File: src/rtl/io_cfg_sequencer.sv
// -----------------------------------------------------------------------------
// io_cfg_sequencer
//
// Holds the configuration word of every bidirectional pad cell. Updates arrive
// one pad at a time over a valid/ready request port. An update that turns a
// pad's output driver on first parks the pad in hi-Z and holds it there for
// GUARD_CYCLES. This keeps the pad from switching directly between two driven
// configurations.
//
// Ports:
//   clk             single clock, all state on the rising edge
//   rst             synchronous reset, active-high
//   req_valid       update request valid
//   req_ready       block can accept a request (state IDLE and not in reset)
//   req_pad_idx     target pad index
//   req_cfg         new cfg word for the target pad (bit0: 1 = input/hi-Z)
//   io_cell_cfg_out cfg of pad i at [i*CONF_WIDTH +: CONF_WIDTH]
//   busy            a request is being processed
//   done            one-cycle pulse when a request completes
//   err             one-cycle pulse with done for a rejected request
// -----------------------------------------------------------------------------
module io_cfg_sequencer #(
  parameter int NUM_PADS     = 8,
  parameter int CONF_WIDTH   = 3,
  parameter int GUARD_CYCLES = 4,
  parameter int IDX_W        = (NUM_PADS > 1) ? $clog2(NUM_PADS) : 1
) (
  input  logic                           clk,
  input  logic                           rst,
  input  logic                           req_valid,
  output logic                           req_ready,
  input  logic [IDX_W-1:0]               req_pad_idx,
  input  logic [CONF_WIDTH-1:0]          req_cfg,
  output logic [NUM_PADS*CONF_WIDTH-1:0] io_cell_cfg_out,
  output logic                           busy,
  output logic                           done,
  output logic                           err
);

  typedef enum logic [2:0] {
    S_IDLE  = 3'd0,
    S_RESP  = 3'd1,
    S_HIZ   = 3'd2,
    S_GUARD = 3'd3,
    S_APPLY = 3'd4
  } state_t;

  localparam logic [CONF_WIDTH-1:0] CFG_RESET  = CONF_WIDTH'(1);
  localparam logic [7:0]            GUARD_LOAD = 8'(GUARD_CYCLES);

  state_t                  state_r;
  state_t                  state_s;
  logic [CONF_WIDTH-1:0]   cfg_r [NUM_PADS];
  logic [IDX_W-1:0]        idx_r;
  logic [CONF_WIDTH-1:0]   new_r;
  logic [CONF_WIDTH-1:0]   hiz_r;
  logic [7:0]              cnt_r;
  logic [7:0]              cnt_s;
  logic                    done_r;
  logic                    err_r;
  logic                    busy_r;
  logic                    done_s;
  logic                    err_s;
  logic                    wr_en_s;
  logic [IDX_W-1:0]        wr_idx_s;
  logic [CONF_WIDTH-1:0]   wr_data_s;
  logic [CONF_WIDTH-1:0]   cur_s;
  logic                    idx_ok_s;
  logic                    accept_s;

  assign req_ready = (state_r == S_IDLE) && !rst;
  assign accept_s  = req_valid && req_ready;
  assign busy      = busy_r;
  assign done      = done_r;
  assign err       = err_r;

  // Widened compare so the range check stays meaningful when NUM_PADS is a power of two.
  assign idx_ok_s = ({1'b0, req_pad_idx} < (IDX_W + 1)'(NUM_PADS));

  // Current cfg of the requested pad, AND-OR mux that avoids indexing past NUM_PADS.
  always_comb begin
    cur_s = CONF_WIDTH'(0);
    for (int i = 0; i < NUM_PADS; i++) begin
      cur_s = cur_s | (cfg_r[i] & {CONF_WIDTH{req_pad_idx == IDX_W'(i)}});
    end
  end

  // Next-state, pad write and response logic.
  always_comb begin
    state_s   = state_r;
    cnt_s     = cnt_r;
    done_s    = 1'b0;
    err_s     = 1'b0;
    wr_en_s   = 1'b0;
    wr_idx_s  = idx_r;
    wr_data_s = new_r;
    case (state_r)
      S_IDLE: begin
        wr_idx_s  = req_pad_idx;
        wr_data_s = req_cfg;
        if (accept_s) begin
          if (!idx_ok_s) begin
            state_s = S_RESP;
            done_s  = 1'b1;
            err_s   = 1'b1;
          end else if (req_cfg == cur_s) begin
            state_s = S_RESP;
            done_s  = 1'b1;
          end else if (req_cfg[0]) begin
            state_s = S_RESP;
            done_s  = 1'b1;
            wr_en_s = 1'b1;
          end else begin
            state_s = S_HIZ;
          end
        end else begin
          state_s = S_IDLE;
        end
      end
      S_RESP: begin
        state_s = S_IDLE;
      end
      S_HIZ: begin
        // Park the pad in hi-Z and start the guard interval.
        wr_en_s   = 1'b1;
        wr_data_s = hiz_r;
        cnt_s     = GUARD_LOAD;
        state_s   = S_GUARD;
      end
      S_GUARD: begin
        if (cnt_r == 8'd0) begin
          state_s   = S_APPLY;
          wr_en_s   = 1'b1;
          wr_data_s = new_r;
          done_s    = 1'b1;
        end else begin
          cnt_s = cnt_r - 8'd1;
        end
      end
      S_APPLY: begin
        state_s = S_IDLE;
      end
      default: begin
        state_s = S_IDLE;
      end
    endcase
  end

  // FSM state, guard counter, request latches and registered status outputs.
  always_ff @(posedge clk) begin
    if (rst) begin
      state_r <= S_IDLE;
      cnt_r   <= 8'd0;
      done_r  <= 1'b0;
      err_r   <= 1'b0;
      busy_r  <= 1'b0;
      idx_r   <= IDX_W'(0);
      new_r   <= CFG_RESET;
      hiz_r   <= CFG_RESET;
    end else begin
      state_r <= state_s;
      cnt_r   <= cnt_s;
      done_r  <= done_s;
      err_r   <= err_s;
      busy_r  <= (state_s != S_IDLE);
      if (accept_s) begin
        idx_r <= req_pad_idx;
        new_r <= req_cfg;
        // Same upper bits as the current cfg, direction forced to input.
        hiz_r <= cur_s | CONF_WIDTH'(1);
      end
    end
  end

  // Pad cfg storage; only the addressed pad is ever written.
  always_ff @(posedge clk) begin
    for (int i = 0; i < NUM_PADS; i++) begin
      if (rst) begin
        cfg_r[i] <= CFG_RESET;
      end else if (wr_en_s && (wr_idx_s == IDX_W'(i))) begin
        cfg_r[i] <= wr_data_s;
      end
    end
  end

  for (genvar g = 0; g < NUM_PADS; g++) begin : g_out
    assign io_cell_cfg_out[g*CONF_WIDTH +: CONF_WIDTH] = cfg_r[g];
  end

endmodule

File: config.mk
export PLATFORM = sky130hd
export DESIGN_NAME = io_cfg_sequencer
export DESIGN_NICKNAME = d
export VERILOG_FILES = /design/src/rtl/io_cfg_sequencer.sv
export SDC_FILE = /design/constraint.sdc
export NUM_CORES = 1
export LEC_CHECK = 0
export CAP_MARGIN = 30
export CORE_MARGIN = 4
export CORE_UTILIZATION = 40
export CTS_CLUSTER_DIAMETER = 100
export DETAILED_ROUTE_END_ITERATION = 8
export DONT_BUFFER_PORTS = 1
export GPL_TIMING_DRIVEN = 1
export MAX_ROUTING_LAYER = met4
export PLACE_DENSITY = 0.61
export SYNTH_ARGS = -nofsm -noshare
export SYNTH_HDL_FRONTEND = slang
export SYNTH_SLANG_ARGS = --single-unit
File: constraint.sdc
create_clock -name clk -period 2.33 [get_ports clk]
set_input_delay 0.466 -clock clk [delete_from_list [all_inputs] [get_ports clk]]
set_output_delay 0.466 -clock clk [all_outputs]
set_load 0.1 [all_outputs]
==> metrics.cfg <==
[pwr]
ir_drop_mv = 0.4049
powerDensity_mw_per_mm2 = 764.8
p_leak_nw = 1.163
total_power_w = 0.002356

[floorplan]
ios = 37
fp.coreArea_sq_mm = 0.005956
initial_core_util_pct = 41.39
rows = 28
chipHeight_microns = 86.50
fp.dieW_microns = 86.50
die_area_sq_mm = 0.007482

[synthesis]
ys_ff_latch = 45
synth_top_flop_cell = edfxtp_1
synth_area_per_cell_sq_um = 10.14
synth_common_cells = nor2_1 (36), edfxtp_1 (24), dfxtp_1 (21), nand2_1 (21), o21ai_0 (15)
yosys_warnings = 0
seq_area_frac_synth_pct = 46.29
synth_area_leaders = edfxtp_1 (29%), dfxtp_1 (17%), nor2_1 (5.5%)
synth-edff-count = 24
yosys.area.top_type = edfxtp_1
synthArstFlopShare_pct = 0
syn_nets = 254
yosysMostFrequentCell = nor2_1
yosys.area.top_type_share_pct = 29.24
synthDistinctLibCells = 58
netlist_area_sq_mm = 0.002465
syn-instance-count = 243

[global_routing]
grt_overflow = 0
grt_pass1_vias = 2028
grt_pass1_wl_mm = 10.09
track_usage_pct = 17.52
antenna_found_initial = 0
grt_max_degree = 15

[worst_setup_path]
crit_end = cfg_r[0][0]
cp_max_fo = 7
crit_type = reg -> reg
startpoint_type = flip-flop
cp.arrival_ns = 2.32
critPathLaunch = state_r[0]
r2r-end = cfg_r[0][0]
cp-end-kind = flip-flop
reg2reg_from = state_r[0]
rrSetupSlack_ns = 0.07
r2r_cells = 6
cp.required_ns = 2.39

[routing]
num_vias = 2018
drc = 0
drtIter0Drc = 97
routed_via_density = 5.606
routedWlPerCell_microns = 16.15
drtAntennaViolNets = 0
drt_pass1_iterations = 4
wirelength_mm = 5.813

[placed_design]
dpl_cell_area_sq_mm = 0.002912
hpwl_mm = 4.548
dp.cells = 352
place_congestion = 0.8854
portBuffers = 0

[cts]
cts_tree = done
clockRootBuffer = clkbuf_8
numCtsBuffers = 5
postCtsSetupBuffers = 0
clkTransAtPathRegs_ns = 0.09
clock_latency_ns = 0.30
htreeDepth = 2
clk_path_buf_depth = 2
cts_sinks = 45

[final_layout]
areaGrowthSynthToFinish_pct = 24.97
design_area_sq_mm = 0.003080
drive_above_1_share_pct = 36.14
fillers = 571
fin_cells = 360
diodes = 0
layout.nets = 295

[sta]
worst_slew_pin_slew_ns = 0.5676
slew_viol_final = 0
fin_crit_ns = 2.260
finalHoldViolCount = 0
setup_viol = 0
post-route-period-util_pct = 97.01
fin_tns_setup_ns = 0
slew_headroom_pct = 61.41
max_freq_ghz = 0.4424
fin_skew_ns = 0.009432

[job]
maxCapViolCount = 0

[status]
status = finished, final reports clean

[hold_path]
hp-class = in -> reg

-- power breakdown --
part | switching [W] | total [W] | internal (W)
sequential | 0.0000438 | 0.000937 | 0.000893
clock | 0.000266 | 0.000692 | 0.000426
combinational | 0.000477 | 0.000727 | 0.000249
total | 0.000788 | 0.00236 | 0.00157
-- cell type report --
cell class	instances	area [sq um]	share of cell area (%)
clock buffers	5	68.82	2.234
clock inverters	3	65.06	2.112
inverters	6	22.52	0.7311
multi-input cells	182	1359	44.11
flip-flops and latches	45	1141	37.04
well taps	75	93.84	3.046
repair buffers	44	330.3	10.72
-- cell families after synthesis --
family	Yosys count	synth area share, %
AOI/OAI and AO/OA	53	17.92
xor gates and xnor gates	6	2.132
adders and majority gates	2	1.015
buffers and inverters	16	3.299
DFF	45	46.29
muxes	14	6.701
other	1	0.1521
and+or+nand+nor	106	22.49
-- worst min-delay path by stage --
stage,from,end,slack (ns),depth (start not counted)
global placement,new_r[0],new_r[0],0.44,2
finish,rst,cnt_r[1],0.24,1
floorplan,new_r[1],new_r[1],0.43,2
global route,rst,cnt_r[1],0.22,1
CTS,rst,cnt_r[0],0.23,1
detailed placement,new_r[2],new_r[2],0.45,2
-- metal layers --
| metal | GRT usage, % | vias to the layer above | wire [microns] |
|---|---|---|---|
| met5 | - | - | 0 |
| met3 | 3.422 | 11 | 278 |
| met2 | 29.07 | 51 | 2963 |
| li1 | - | 969 | - |
| met1 | 21.82 | 987 | 2453 |
| met4 | 4.816 | 0 | 118 |
-- state kept, by name (all words and copies together), names as in the netlist --
name and count:
cfg_r 24, cnt_r 8, idx_r 3, new_r 3, state_r 3, hiz_r 2
busy 1, done 1
-- worst max-delay path: stages (launching register included) --
cell	delay [ns]
dfxtp_1	0.38
buf_4	0.19
nor3_4	0.17
buf_4	0.17
mux2_2	0.42
or3_1	0.45
or2_1	0.25
-- timing repair --
action | in CTS | in global routing
endpoints found under the setup margin | 6 | 19
hold buffers | 0 | 0
cloned | 0 | 0
pin swaps | 0 | 1
resized for setup | 2 | 8
-- through the flow --
stage / worst slack, ns / util (%) / hold WS [ns]
2_1_floorplan: -0.1653 / - / 0.4344
3_3_place_gp: 0.09129 / 48.89 / 0.4436
3_5_place_dp: -0.01472 / 48.89 / 0.4518
4_1_cts: 0.06941 / 51.13 / 0.2315
5_1_grt: -0.03270 / 51.72 / 0.2238
6_report: 0.06961 / 51.72 / 0.2360
-- layout by cell type, fill, tap and decap left out, types with 2 or more instances in the layout --
cell type / netlist / final
a22oi_1: 6 / 2
nand3_2: 0 / 2
mux2i_1: 3 / 2
o21ai_2: 0 / 6
a211oi_1: 2 / 2
nand3_1: 10 / 8
nand4b_1: 2 / 2
ha_1: 2 / 2
nand2_1: 21 / 21
edfxtp_1: 24 / 24
bufinv_16: 0 / 2
nand2b_1: 4 / 4
nor2b_1: 3 / 3
buf_4: 3 / 44
a31o_2: 2 / 2
a22oi_2: 0 / 4
inv_1: 5 / 5
nor4b_2: 2 / 2
nor3_1: 8 / 8
o31a_1: 2 / 2
o41ai_2: 3 / 3
or2_1: 4 / 4
clkbuf_8: 0 / 5
xnor2_1: 4 / 4
o21ai_1: 1 / 3
nor2_1: 36 / 36
dfxtp_1: 21 / 21
or2_2: 2 / 2
mux2_4: 3 / 6
mux2_2: 7 / 5
a21oi_4: 0 / 2
xor2_1: 2 / 2
a21oi_1: 7 / 7
a21o_1: 2 / 2
or3_1: 2 / 2
o21ai_0: 15 / 6
No activity file was read; power rests on OpenSTA's default activity.
